[src/rtl/button_buzzer_arbiter.sv]
// -----------------------------------------------------------------------------
// button_buzzer_arbiter
//
// Five push-buttons share one buzzer. Each raw button is synchronized and
// debounced. A rising debounced level queues a request, and a round-robin FSM
// serves the queue one requester at a time. A request is served as a tone
// burst (BEEP) followed by a silent gap (GAP). Each requester gets its own
// pitch: the buzzer is driven by a tone-counter bit chosen per requester.
//
// Ports
//   clk        : system clock; all logic runs on the rising edge
//   rst_n      : asynchronous active-low reset
//   buttons    : raw asynchronous buttons, active-high
//                (bit0 drops, bit1 hoods, bit2 tops, bit3 bar, bit4 seat)
//   BOARD_LEDs : debounced level of each button
//   BUZZER     : square-wave tone of the granted requester, 0 otherwise
//   grant      : one-hot requester currently beeping, 0 otherwise
//   pending    : queued requests that have not been served yet
//   busy       : high while in BEEP or GAP
// -----------------------------------------------------------------------------
module button_buzzer_arbiter #(
  parameter int DEBOUNCE_CYCLES = 500000,
  parameter int BEEP_CYCLES     = 5000000,
  parameter int GAP_CYCLES      = 2500000,
  parameter int TONE_BIT        = 12
) (
  input  logic       clk,
  input  logic       rst_n,
  input  logic [4:0] buttons,
  output logic [4:0] BOARD_LEDs,
  output logic       BUZZER,
  output logic [4:0] grant,
  output logic [4:0] pending,
  output logic       busy
);

  localparam int N   = 5;
  localparam int DBW = $clog2(DEBOUNCE_CYCLES + 1);
  localparam logic [DBW-1:0] DB_LAST   = DBW'(DEBOUNCE_CYCLES - 1);
  localparam logic [31:0]    BEEP_LAST = 32'(BEEP_CYCLES - 1);
  localparam logic [31:0]    GAP_LAST  = 32'(GAP_CYCLES - 1);

  typedef enum logic [1:0] {IDLE, BEEP, GAP} state_t;

  logic [4:0]     sync1_q, sync2_q;
  logic [4:0]     deb_q, deb_d, deb_prev_q;
  logic [DBW-1:0] db_cnt_q [N];
  logic [DBW-1:0] db_cnt_d [N];
  logic [4:0]     rise;

  state_t      state_q, state_d;
  logic [31:0] tmr_q, tmr_d;
  logic [31:0] tone_q, tone_d;
  logic [2:0]  ptr_q, ptr_d;
  logic [2:0]  sel_q, sel_d;
  logic [4:0]  pend_q, pend_d;
  logic [4:0]  grant_q, grant_d;
  logic        buzz_q, buzz_d;
  logic        busy_q, busy_d;
  logic [4:0]  clr;
  logic        start;
  logic [3:0]  pick_r;

  // Round-robin pick: first set request at or after ptr (mod 5).
  // Returns {found, index}. Scanning offsets from high to low lets the
  // smallest offset win.
  function automatic logic [3:0] pick(input logic [4:0] req, input logic [2:0] ptr);
    logic [3:0] r;
    int         idx;
    logic [2:0] idx3;
    r = '0;
    for (int k = N - 1; k >= 0; k--) begin
      idx = int'(ptr) + k;
      if (idx >= N) idx -= N;
      idx3 = 3'(idx);
      if (req[idx3]) r = {1'b1, idx3};
    end
    return r;
  endfunction

  // Tone bit for a requester: higher index -> higher bit -> lower pitch.
  function automatic logic tone_bit(input logic [31:0] t, input logic [2:0] sel);
    logic [31:0] s;
    s = t >> (TONE_BIT + int'(sel));
    return s[0];
  endfunction

  // Debounce: accept a new level only after DEBOUNCE_CYCLES consecutive
  // mismatching cycles; any matching cycle restarts the count.
  always_comb begin
    deb_d = deb_q;
    for (int i = 0; i < N; i++) begin
      db_cnt_d[i] = '0;
      if (sync2_q[i] != deb_q[i]) begin
        if (db_cnt_q[i] == DB_LAST) deb_d[i] = sync2_q[i];
        else                        db_cnt_d[i] = db_cnt_q[i] + 1'b1;
      end
    end
  end

  assign rise = deb_q & ~deb_prev_q;

  always_comb begin
    state_d = state_q;
    tmr_d   = tmr_q;
    tone_d  = tone_q;
    ptr_d   = ptr_q;
    sel_d   = sel_q;
    grant_d = grant_q;
    buzz_d  = 1'b0;
    clr     = '0;
    start   = 1'b0;
    pick_r  = pick(pend_q, ptr_q);

    unique case (state_q)
      IDLE: start = pick_r[3];
      BEEP: begin
        tone_d = tone_q + 32'd1;
        if (tmr_q == BEEP_LAST) begin
          state_d = GAP;
          tmr_d   = '0;
          grant_d = '0;
        end else begin
          tmr_d  = tmr_q + 32'd1;
          // Buzzer is registered, so present the bit of the next tone value.
          buzz_d = tone_bit(tone_q + 32'd1, sel_q);
        end
      end
      GAP: begin
        if (tmr_q == GAP_LAST) begin
          if (pick_r[3]) begin
            start = 1'b1;
          end else begin
            state_d = IDLE;
            tmr_d   = '0;
          end
        end else begin
          tmr_d = tmr_q + 32'd1;
        end
      end
      default: state_d = IDLE;
    endcase

    if (start) begin
      state_d = BEEP;
      tmr_d   = '0;
      tone_d  = '0;
      sel_d   = pick_r[2:0];
      grant_d = 5'b00001 << pick_r[2:0];
      clr     = grant_d;
      ptr_d   = (pick_r[2:0] == 3'd4) ? 3'd0 : pick_r[2:0] + 3'd1;
      buzz_d  = 1'b0;
    end

    // A rise on the same edge as its own clear leaves the request queued.
    pend_d = (pend_q & ~clr) | rise;
    busy_d = (state_d != IDLE);
  end

  always_ff @(posedge clk or negedge rst_n) begin
    if (!rst_n) begin
      sync1_q    <= '0;
      sync2_q    <= '0;
      deb_q      <= '0;
      deb_prev_q <= '0;
      for (int i = 0; i < N; i++) db_cnt_q[i] <= '0;
      state_q    <= IDLE;
      tmr_q      <= '0;
      tone_q     <= '0;
      ptr_q      <= '0;
      sel_q      <= '0;
      pend_q     <= '0;
      grant_q    <= '0;
      buzz_q     <= 1'b0;
      busy_q     <= 1'b0;
    end else begin
      sync1_q    <= buttons;
      sync2_q    <= sync1_q;
      deb_q      <= deb_d;
      deb_prev_q <= deb_q;
      for (int i = 0; i < N; i++) db_cnt_q[i] <= db_cnt_d[i];
      state_q    <= state_d;
      tmr_q      <= tmr_d;
      tone_q     <= tone_d;
      ptr_q      <= ptr_d;
      sel_q      <= sel_d;
      pend_q     <= pend_d;
      grant_q    <= grant_d;
      buzz_q     <= buzz_d;
      busy_q     <= busy_d;
    end
  end

  assign BOARD_LEDs = deb_q;
  assign BUZZER     = buzz_q;
  assign grant      = grant_q;
  assign pending    = pend_q;
  assign busy       = busy_q;

endmodule
[config.mk]
export PLATFORM = sky130hd
export DESIGN_NAME = button_buzzer_arbiter
export DESIGN_NICKNAME = d
export VERILOG_FILES = /design/src/rtl/button_buzzer_arbiter.sv
export SDC_FILE = /design/constraint.sdc
export NUM_CORES = 1
export LEC_CHECK = 0
export CAP_MARGIN = 20
export CORE_ASPECT_RATIO = 1.1
export CORE_MARGIN = 5
export CORE_UTILIZATION = 25
export CTS_CLUSTER_SIZE = 28
export DETAILED_ROUTE_END_ITERATION = 10
export DONT_BUFFER_PORTS = 1
export HOLD_SLACK_MARGIN = 0.15
export PLACE_DENSITY = 0.4
export SYNTH_ARGS = -nofsm -noshare
export SYNTH_HDL_FRONTEND = slang
export SYNTH_SLANG_ARGS = --single-unit
export TNS_END_PERCENT = 10
[constraint.sdc]
create_clock -name clk -period 4.51 [get_ports clk]
set_input_delay 0.902 -clock clk [delete_from_list [all_inputs] [get_ports clk]]
set_output_delay 0.902 -clock clk [all_outputs]
set_load 0.1 [all_outputs]
==> metrics.yaml <==
floorplan:
  chipWidth_um: 202
  coreArea_um2: 40200
  die_y_um: 221
  dieArea_um2: 44800
  io_pins: 24
  row_count: 77
  start_util_pct: 25.3
grt:
  grt_max_degree: 188
  grt_pass1_vias: 7886
  antenna_found_initial: 0
  overflow: 0
  grt_pass1_wl_um: 40900
  grt_usage_pct: 11.0
final_layout:
  fin_util_pct: 28.4
  design_area_um2: 11400
  n_antenna_cell: 0
  multi_input_area_um2: 5160
  area_growth_pct: 12.2
  ff_latch_area_um2: 4680
  fin_nets: 1130
  fillers: 4193
  drive_gt1_share_pct: 6.73
synth:
  synth-xor-area-share_pct: 9.05
  syn_area_um2: 10200
  synth_top_family_by_area: "simple AND/OR/NAND/NOR gates"
  synth_top_area_share_pct: 46.1
  synth_top_cell_by_area: "dfrtp_1"
  syn_area_per_cell_um2: 9.18
  syn_inst: 1107
  synth_warnings: 0
  synth_seq_cells: 187
  post_synth_mux_area_share_pct: 1.44
  syn_nets: 1136
  synth_edf_count: 0
  synth-main-ff-cell: "dfrtp_1"
  async_reset_ff_share_pct: 100
  synth_compound_area_share_pct: 13.2
  netlist_top_cells_area: "dfrtp_1 (46%), nor2_1 (6.1%), xor2_1 (5.5%), nand2_1 (3.5%), xnor2_1 (3.5%)"
  yosysSeqAreaShare_pct: 46.1
  synthAdderAreaFrac_pct: 2.78
  yosysUniqueCellTypes: 74
  yosys.area_share.simple_pct: 24.4
placement:
  dp_slack_ns: 0.300
  io_buffer_count: 0
  post_dp_cell_area_um2: 10700
  gp_congestion: 0.847
  dp_hpwl_um: 16000
route:
  ant_nets: 0
  via_per_inst: 4.81
  vias: 7826
  drt_iter0_drc: 492
  wl_per_cell_um: 15.5
  drt_wl_total_um: 25100
  route.detailed.drc: 0
  first_pass_iters: 5
timing:
  finalMaxSlewViolations: 0
  finalClockSkew_ns: 0.0123
  finalHoldViolations: 0
  tightest_slew_ns: 1.13
  fin_crit_sh_pct: 90.5
  clock.fmax_mhz: 245
  finalWorstSetupSlack_ns: 0.427
  final-setup-viol-count: 0
  period_needed_ns: 4.08
  rsz0062_at_grt: "false"
  slew-limit-headroom_pct: 24.7
  fin_setup_tns_ns: 0
setup_path:
  crit_required_ns: 4.87
  cp.arrival_ns: 4.44
  criticalPathCategory: "reg -> reg"
  critPathLaunchType: "register"
  end_kind: "register"
  critPathMaxFanout: 11
run:
  max-cap-violations: 0
run_status:
  status: "complete, no violations"
clock_network:
  cts_tree: "yes"
  ctsHtreeMaxLevel: 4
  cts-buffers-inserted: 17
  insertion_delay_ns: 0.45
  clkTransAtPathRegs_ns: 0.08
  clockRootBuffer: "clkbuf_16"
  cts_sinks: 187
  ctsLongestPathBuffers: 2
pwr:
  ir_drop_uv: 260
  p_leak_nw: 4.78
  power_mw: 3.31
  power_density_nw_per_um2: 290
min_path:
  hold_class: "in -> async"
[cells in the mapped netlist, types with 4 or more instances]
cell type and number:
a211o_1 5, a211oi_1 11, a21o_1 11, a21oi_1 33
a22o_1 4, a31oi_1 17, and2_1 10, and3_1 33
and4_1 11, buf_2 6, clkbuf_1 30, dfrtp_1 187
ha_1 21, inv_1 35, mux2_2 5, mux2i_1 6
nand2_1 96, nand2b_1 14, nand3_1 56, nand3b_1 4
nand4_1 23, nor2_1 165, nor2b_1 8, nor3_1 18
nor3b_1 6, nor4_1 8, nor4b_1 9, o211ai_1 5
o21ai_0 67, o22ai_1 6, o31ai_1 14, o41ai_1 5
or2_2 6, or3_1 15, or4_1 4, xnor2_1 41
xor2_1 64
[layout by cell type, fill, tap and decap left out, types with 14 or more instances in the layout]
cell type and n:
dfrtp_1 186, nor2_1 165, nand2_1 96, o21ai_0 67
xor2_1 64, nand3_1 56, xnor2_1 41, inv_1 35
a21oi_1 33, and3_1 33, nand4_1 23, ha_1 21
nor3_1 18, a31oi_1 17, clkbuf_16 17, or3_1 15
nand2b_1 14, o31ai_1 14
[per-layer routing]
layer  wire (um)  up-vias  share of wire (%)  global-route usage, %
li1            -     3883                  -                      -
met1       11900     3829                 47                   14.1
met2       11600       89                 46                   17.5
met3        1080       25                4.3                   3.05
met4         527        0                2.1                   4.73
met5           0        -                  0                      0
[registers in the layout (all words and copies together), names as in the netlist]
register,cells
sync2_q,5
sync1_q,5
BOARD_LEDs,5
pending,5
grant,5
busy,1
tmr_q,32
ptr_q,3
state_q,2
deb_prev_q,5
db_cnt_q,95
BUZZER,1
sel_q,3
tone_q,20
[repair_timing]
action                                 4_1_cts  5_1_grt
resized for setup                            0        1
endpoints found under the hold margin      160      106
setup endpoints to repair                    0        3
buffers inserted                             0        0
[cell type report]
| class | instances | area share (%) |
|---|---|---|
| Inverter | 36 | 1.19 |
| Clock inverter | 13 | 1.14 |
| Tap cell | 513 | 5.63 |
| Timing Repair Buffer | 17 | 1.71 |
| Clock buffer | 19 | 3.97 |
| Multi-Input combinational cell | 842 | 45.3 |
| Sequential cell | 187 | 41.1 |
[where the power goes]
group	switching, mW	internal [mW]
combinational	0.0600	0.0227
sequential	0.0126	1.69
clock	0.718	0.804
total	0.791	2.52
[critical path, cell delays in order (launching register included)]
cell	delay, ns
dfrtp_2	0.49
ha_1	0.25
inv_1	0.07
fa_1	0.51
or4_1	0.54
a21o_1	0.21
and3_4	0.19
a2111oi_4	0.48
a211oi_1	0.20
nor4_4	0.33
inv_1	0.12
ha_1	0.27
inv_1	0.08
o21ai_1	0.11
o22ai_1	0.15
[cell families after synthesis]
kind of cell,count (synthesis)
AND/OR/NAND/NOR,496
XOR/XNOR,105
flip-flops,187
multiplexers,13
adder cells (fa/ha/maj),22
AO/OA/AOI/OAI,206
buffers and inverters,78
[per-stage QoR]
| stage | hold WS (ns) | std cells |
|---|---|---|
| floorplan | 0.331 | 1107 |
| global placement | 0.333 | 1590 |
| detailed placement | 0.335 | 1590 |
| CTS | 0.125 | 1622 |
| global route | 0.238 | 1627 |
| finish | 0.265 | 1627 |
[worst paths after layout]
kind                             from            to  slack, ns  cells after the start
setup / recovery             ptr_q[1]      ptr_q[1]       0.43                     14
hold / removal                  rst_n  db_cnt_q[79]       0.26                      1
setup reg to reg             ptr_q[1]      ptr_q[1]       0.43                     14
hold reg to reg            sync1_q[1]    sync2_q[1]       0.35                      0
max in group asynchronous       rst_n    state_q[1]       2.96                      1
min in group clk           sync1_q[1]    sync2_q[1]       0.35                      0
No activity file was read; power rests on OpenSTA's default activity.
